**src/rtl/popcount_pattern_gen.sv**
```systemverilog
// popcount_pattern_gen: enumerates, in ascending order, every WIDTH-bit pattern whose popcount equals a requested count
module popcount_pattern_gen #(
  parameter int WIDTH = 4,
  parameter int CW    = $clog2(WIDTH + 1)
) (
  input  logic             clk,
  input  logic             rst_n,
  input  logic             start_i,
  input  logic [CW-1:0]    count_in_i,
  output logic [WIDTH-1:0] pattern_out_o,
  output logic             pattern_valid_o,
  input  logic             pattern_ready_i,
  output logic             busy_o,
  output logic             done_o,
  output logic             err_o
);
  typedef enum logic [1:0] {IDLE, SCAN, EMIT, FIN} state_t;
  state_t           state_q;
  logic [CW-1:0]    target_q;
  logic [WIDTH-1:0] cand_q;
  logic [WIDTH-1:0] pattern_q;
  logic             valid_q;
  logic             busy_q;
  logic             done_q;
  logic             err_q;
  logic             hit;
  logic             last;
  logic [WIDTH-1:0] cand_d;
  function automatic logic [CW-1:0] popcount(input logic [WIDTH-1:0] v);
    logic [CW-1:0] r;
    r = '0;
    for (int i = 0; i < WIDTH; i++) r = r + CW'(v[i]);
    return r;
  endfunction
  // candidate test: does it match the target, is it the final (all-ones) candidate, and its successor
  always_comb begin
    hit    = popcount(cand_q) == target_q;
    last   = &cand_q;
    cand_d = cand_q + WIDTH'(1);
  end
  // enumeration FSM; every output is a register, done/err are single-cycle pulses
  always_ff @(posedge clk) begin
    if (!rst_n) begin
      state_q   <= IDLE;
      target_q  <= '0;
      cand_q    <= '0;
      pattern_q <= '0;
      valid_q   <= 1'b0;
      busy_q    <= 1'b0;
      done_q    <= 1'b0;
      err_q     <= 1'b0;
    end else begin
      done_q <= 1'b0;
      err_q  <= 1'b0;
      case (state_q)
        IDLE:
          if (start_i) begin
            if (count_in_i > CW'(WIDTH)) begin
              err_q <= 1'b1;
            end else begin
              target_q <= count_in_i;
              cand_q   <= '0;
              busy_q   <= 1'b1;
              state_q  <= SCAN;
            end
          end
        SCAN:
          if (hit) begin
            pattern_q <= cand_q;
            valid_q   <= 1'b1;
            state_q   <= EMIT;
          end else if (last) begin
            busy_q  <= 1'b0;
            done_q  <= 1'b1;
            state_q <= FIN;
          end else begin
            cand_q <= cand_d;
          end
        EMIT:
          if (pattern_ready_i) begin
            valid_q <= 1'b0;
            if (last) begin
              busy_q  <= 1'b0;
              done_q  <= 1'b1;
              state_q <= FIN;
            end else begin
              cand_q  <= cand_d;
              state_q <= SCAN;
            end
          end
        FIN:
          state_q <= IDLE;
        default:
          state_q <= IDLE;
      endcase
    end
  end
  assign pattern_out_o   = pattern_q;
  assign pattern_valid_o = valid_q;
  assign busy_o          = busy_q;
  assign done_o          = done_q;
  assign err_o           = err_q;
endmodule

```
**config.mk**
```make
export PLATFORM = sky130hd
export DESIGN_NAME = popcount_pattern_gen
export DESIGN_NICKNAME = d
export VERILOG_FILES = /design/src/rtl/popcount_pattern_gen.sv
export SDC_FILE = /design/constraint.sdc
export NUM_CORES = 1
export LEC_CHECK = 0
export ABC_AREA = 1
export ABC_CLOCK_PERIOD_IN_PS = 4000
export CORE_MARGIN = 2
export CORE_UTILIZATION = 45
export DETAILED_ROUTE_END_ITERATION = 16
export PLACE_DENSITY_LB_ADDON = 0.08
export SLEW_MARGIN = 15
export SYNTH_ARGS = -nofsm -noshare
export SYNTH_HDL_FRONTEND = slang
export SYNTH_SLANG_ARGS = --single-unit
export TNS_END_PERCENT = 50
```
**constraint.sdc**
```tcl
create_clock -name clk -period 4 [get_ports clk]
set_input_delay 0.8 -clock clk [delete_from_list [all_inputs] [get_ports clk]]
set_output_delay 0.8 -clock clk [all_outputs]
set_load 0.02 [all_outputs]
```
# Word level (Yosys, flattened, before mapping)
# Cells that the tools add are included.
# word_totals
ff_bits,17
output_inout_bits,8
word_cells,61
# op_classes
addsub,4
n_lt_le_gt_ge,1
n_eq_ne,10
muxes,27
n_bitwise,1
n_reduce_logical,10
# ops
operator,count
two-way mux 4 bit,5
two-way mux 2 bit,6
case mux 4 bit (3 select lines),1
two-way mux 1 bit,11
!= test 2 bit (second input constant),5
AND reduction 3 bit,3
case mux 2 bit (4 select lines),1
AND reduction 4 bit,2
AND reduction 5 bit,1
adder 4 x 1 -> 4 bit (second input constant),1
equality test 2 bit (second input constant),2
case mux 1 bit (2 select lines),2
adder 2 x 1 -> 3 bit,1
adder 3 x 1 -> 3 bit,1
equality test 3 bit,1
greater-than comparator 3 bit (second input constant),1
!= test 3 bit (second input constant),1
case mux 1 bit (3 select lines),1
nonzero test 3 bit,1
adder 1 x 1 -> 2 bit,1
equality test 2 x 1 -> 1 bit (second input constant),1
logical NOT 2 bit,1
AND reduction 2 bit,1
nonzero test 2 bit,1
inverter 1 bit,1

# Logic depth before layout (Yosys ltp)
# logic_depth
depth_word,6
mapped_depth,14

# Worst setup path after synthesis
# Ideal clock, no wire load.
# synth_timing
path_kind,register -> register
start,register cand_q[0]
end,register pattern_q[1] (netlist: pattern_out_o[1])
setup_ps,119
arrival_ps,2115
t_required_ps,3881
slack_ps,1766
path_stages_with_launch,13
period_less_slack_ps,2234
path_cell_list,dfxtp_1 inv_1 fa_1 inv_1 ha_1 ha_1 inv_1 nand2_1 nand2_1 nand4_2 buf_4 o21ai_0 a21oi_1
# synth_via
elab_chain_cells,5
# synth_lines
element,line_no,source
from (decl),20,logic [WIDTH-1:0] cand_q;
from (signal assigned),77,cand_q <= cand_d;
from (signal assigned),87,cand_q <= cand_d;
adder 1 x 1 -> 2 bit,32,for (int i = 0; i < WIDTH; i++) r = r + CW'(v[i]);
adder 2 x 1 -> 3 bit,32,
adder 3 x 1 -> 3 bit,32,
equality test 3 bit,37,hit = popcount(cand_q) == target_q;
AND reduction 2 bit (no source line),-,
to (signal assigned),69,pattern_q <= cand_q;
to (decl),21,logic [WIDTH-1:0] pattern_q;
# No other way between the ends.
# A chain may end at the register's enable or synchronous reset.

# Worst setup path in the final report
# layout_timing
start,register cand_q[0]
end,register cand_q[3]
# layout_via
elab_chain_cells,6
# layout_lines
element,line_no
adder 1 x 1 -> 2 bit,32
adder 2 x 1 -> 3 bit,32
adder 3 x 1 -> 3 bit,32
equality test 3 bit,37
!= test 2 bit (no source line),-
AND reduction 5 bit (no source line),-
# Parallel ways exist; a longest one is shown, timed or not. The select of a mux whose other input is x is not followed.

==> results.sh <==
export IMPL_cap_violations=0
export IMPL_synth_flop_cell="dfxtp_1"
export IMPL_fp_dieH_microns=51.98
export IMPL_grt_setup_unrepaired="no"
export IMPL_timing_rr_start="cand_q[0]$_SDFFE_PN0P_"
export IMPL_p_per_area_nw_per_um2=685.3
export IMPL_power_w=0.0008335
export IMPL_root_buffer="clkbuf_4"
export IMPL_ctsHoldBuffers=0
export IMPL_synthArstFlopShare_pct=0
export IMPL_start_kind="flop"
export IMPL_n_fill_cell=225
export IMPL_startpoint="cand_q[0]$_SDFFE_PN0P_"
export IMPL_reg2reg_to="cand_q[3]$_SDFFE_PN0P_"
export IMPL_drc=0
export IMPL_slowest_delay_ns=0.53
export IMPL_first_pass_iters=4
export IMPL_cts_buffers_inserted=3
export IMPL_yosysSeqAreaShare_pct=32.85
export IMPL_syn_avg_cell_area_sq_um=7.048
export IMPL_min_from="pattern_out_o[3]$_SDFFE_PN0P_"
export IMPL_grt_max_degree=17
export IMPL_die_w_microns=51.98
export IMPL_clk_pin_slew_ns=0.10
export IMPL_cts_sinks=17
export IMPL_num_vias=900
export IMPL_timing_final_crit_share_pct=62.65
export IMPL_vias_per_cell=4.712
export IMPL_worst_path_buf_inv=4
export IMPL_regToRegSetupSlack_ns=1.49
export IMPL_routed_wl_microns=1881
export IMPL_ys_types=22
export IMPL_max_freq_mhz=399.0
export IMPL_ant_nets=0
export IMPL_postCtsSetupBuffers=0
export IMPL_cpMostUsedCell="inv_1"
export IMPL_port_buffers=14
export IMPL_io_pins=15
export IMPL_crit_path_max_fanout=13
export IMPL_cpMaxStageDelayCell="fa_1"
export IMPL_synth_nets=162
export IMPL_rr_worst_depth=13
export IMPL_cts_buffer_depth=2
export IMPL_hold_violations=0
export IMPL_finalMaxSlewViolations=0
export IMPL_fin_setup_tns_ns=0
export IMPL_htree_levels=1
export IMPL_postSynthCellCount=147
export IMPL_placement_rows=17
export IMPL_relSlewSlack_pct=64.64
export IMPL_syn_area_sq_um=1036
export IMPL_start_util_pct=47.29
export IMPL_vdd_drop_max_mv=0.3086
export IMPL_grt_pass1_wl_microns=3394
export IMPL_path_cells="inv_1, fa_1, inv_1, ha_1, ha_1, inv_1, nand2_1, nand2_1, nand4_2, nand3_2, nand2_1, inv_1, nor2_1"
export IMPL_critPathTopFamily="adder cells"
export IMPL_area_growth_synth_to_final_pct=17.39
export IMPL_endpoint_kind="flop"
export IMPL_layout_nets=179
export IMPL_cts_resized_gates=0
export IMPL_wire_per_inst_microns=9.848
export IMPL_dp_hpwl_microns=1462
export IMPL_criticalPathCategory="reg2reg"
export IMPL_hold_path_class="reg2reg"
export IMPL_drtIter0Drc=13
export IMPL_worst_pin_slew_ns=0.5288
export IMPL_clock_skew_final_ns=0.005084
export IMPL_synth_most_common_cell="nand2_1"
export IMPL_yosysTopAreaCell="dfxtp_1"
export IMPL_power_leakage_nw=0.5935
export IMPL_synth_seq_cells=17
export IMPL_grt_pass1_vias=837
export IMPL_arrival_ns=2.70
export IMPL_fin_crit_ns=2.506
export IMPL_grt_usage_pct=16.90
export IMPL_grt_ovfl_total=0
export IMPL_yosys_top_cells_area="dfxtp_1 33%, nand2_1 13%, inv_1 10%"
export IMPL_place_congestion=0.9142
export IMPL_cts_tree="done"
export IMPL_drive_above_1_share_pct=7.362
export IMPL_cp_required_ns=4.20
export IMPL_antenna_found_initial=0
export IMPL_antennaDiodeCount=0
export IMPL_status="complete, no violations"
export IMPL_synth_edff_count=0
export IMPL_netlist_area_leader_share_pct=32.85
export IMPL_core_area_sq_um=2191
export IMPL_worst_path_stages=13
export IMPL_endpoint="cand_q[3]$_SDFFE_PN0P_"
export IMPL_synth_warnings=0
export IMPL_dieArea_sq_um=2702
export IMPL_synth_commonest_cells="36 x nand2_1, 28 x inv_1, 17 x dfxtp_1, 15 x nor2_1, 10 x a21oi_1"
export IMPL_setup_viol=0
export IMPL_worstSkewPairLatency_ns=0.29
==> worst min path at each step <==
stage	cells past startpoint	endpoint
after global placement	2	pattern_out_o[1]$_SDFFE_PN0P_
after global routing	2	pattern_out_o[3]$_SDFFE_PN0P_
after floorplan	2	target_q[0]$_SDFFE_PN0P_
after detailed placement	2	pattern_out_o[2]$_SDFFE_PN0P_
final	2	pattern_out_o[3]$_SDFFE_PN0P_
after CTS	2	pattern_out_o[2]$_SDFFE_PN0P_
==> per-stage QoR <==
step | area (sq um) | utilization, % | hold slack, ns | worst slack [ns] | std cells
6_report | 1216 | 55.51 | 0.4497 | 1.494 | 191
5_1_grt | 1216 | 55.51 | 0.4780 | 1.230 | 191
4_1_cts | 1216 | 55.51 | 0.4553 | 1.481 | 191
3_5_place_dp | 1190 | 54.31 | 0.4400 | 1.501 | 187
3_3_place_gp | 1190 | 54.31 | 0.4347 | 1.569 | 187
2_1_floorplan | 1036 | - | 0.4433 | 1.766 | 147
==> cell families after synthesis <==
kind of cell             synth area share [%]
AND/OR/NAND/NOR                         30.80
AO/OA/AOI/OAI                           11.35
adder cells (fa/ha/maj)                 10.39
flip-flops                              32.85
XOR/XNOR                                2.416
buffers and inverters                   12.20
==> power by group <==
group | total (W) | internal, W | switching [W]
logic | 0.000472 | 0.000190 | 0.000283
clock network | 0.0000936 | 0.0000388 | 0.0000548
registers | 0.000267 | 0.000222 | 0.0000450
total | 0.000833 | 0.000451 | 0.000383
==> cell type report <==
class	instances	area, sq um	share of cell area (%)
Timing Repair Buffer	14	140.1	11.52
Tap cell	28	35.03	2.881
Clock buffer	4	26.28	2.160
Inverter	28	105.1	8.642
Sequential cell	17	340.3	27.98
Multi-Input combinational cell	100	569.3	46.81
==> placed cells by master, fill, tap and decap left out <==
master,n
nand4_2,1
clkbuf_1,1
nand2_1,36
nand3_1,7
inv_1,28
nor2_1,15
nand4_1,4
fa_1,1
o211ai_4,1
xnor2_2,1
nor2_2,2
nor3_1,1
nand3_2,2
nand3b_2,1
dfxtp_1,17
o21ai_0,8
a21oi_1,10
ha_1,7
xor2_1,1
clkbuf_4,3
clkdlybuf4s50_1,14
o22ai_1,1
nand2_2,1
==> routing by layer <==
metal	global-route usage (%)	vias up	share of wire (%)
li1	-	493	-
met1	21.11	389	48
met2	27.64	14	47
met3	2.874	4	3.2
met4	8.772	0	1.5
met5	0	-	0
==> worst register-to-register path, delay by kind of cell, from the launching register on <==
kind                     cells  cell delay, ns
adder cells (fa/ha/maj)      3            0.99
AND/OR/NAND/NOR              6            0.73
buffers and inverters        4            0.25
flip-flops                   1            0.43
==> state kept, by name, indices dropped and copies added, names as in the netlist <==
signal           flops
cand_q               4
pattern_out_o        4
target_q             3
state_q              2
busy_o               1
done_o               1
err_o                1
pattern_valid_o      1
Power figures use the tool's default switching activity.
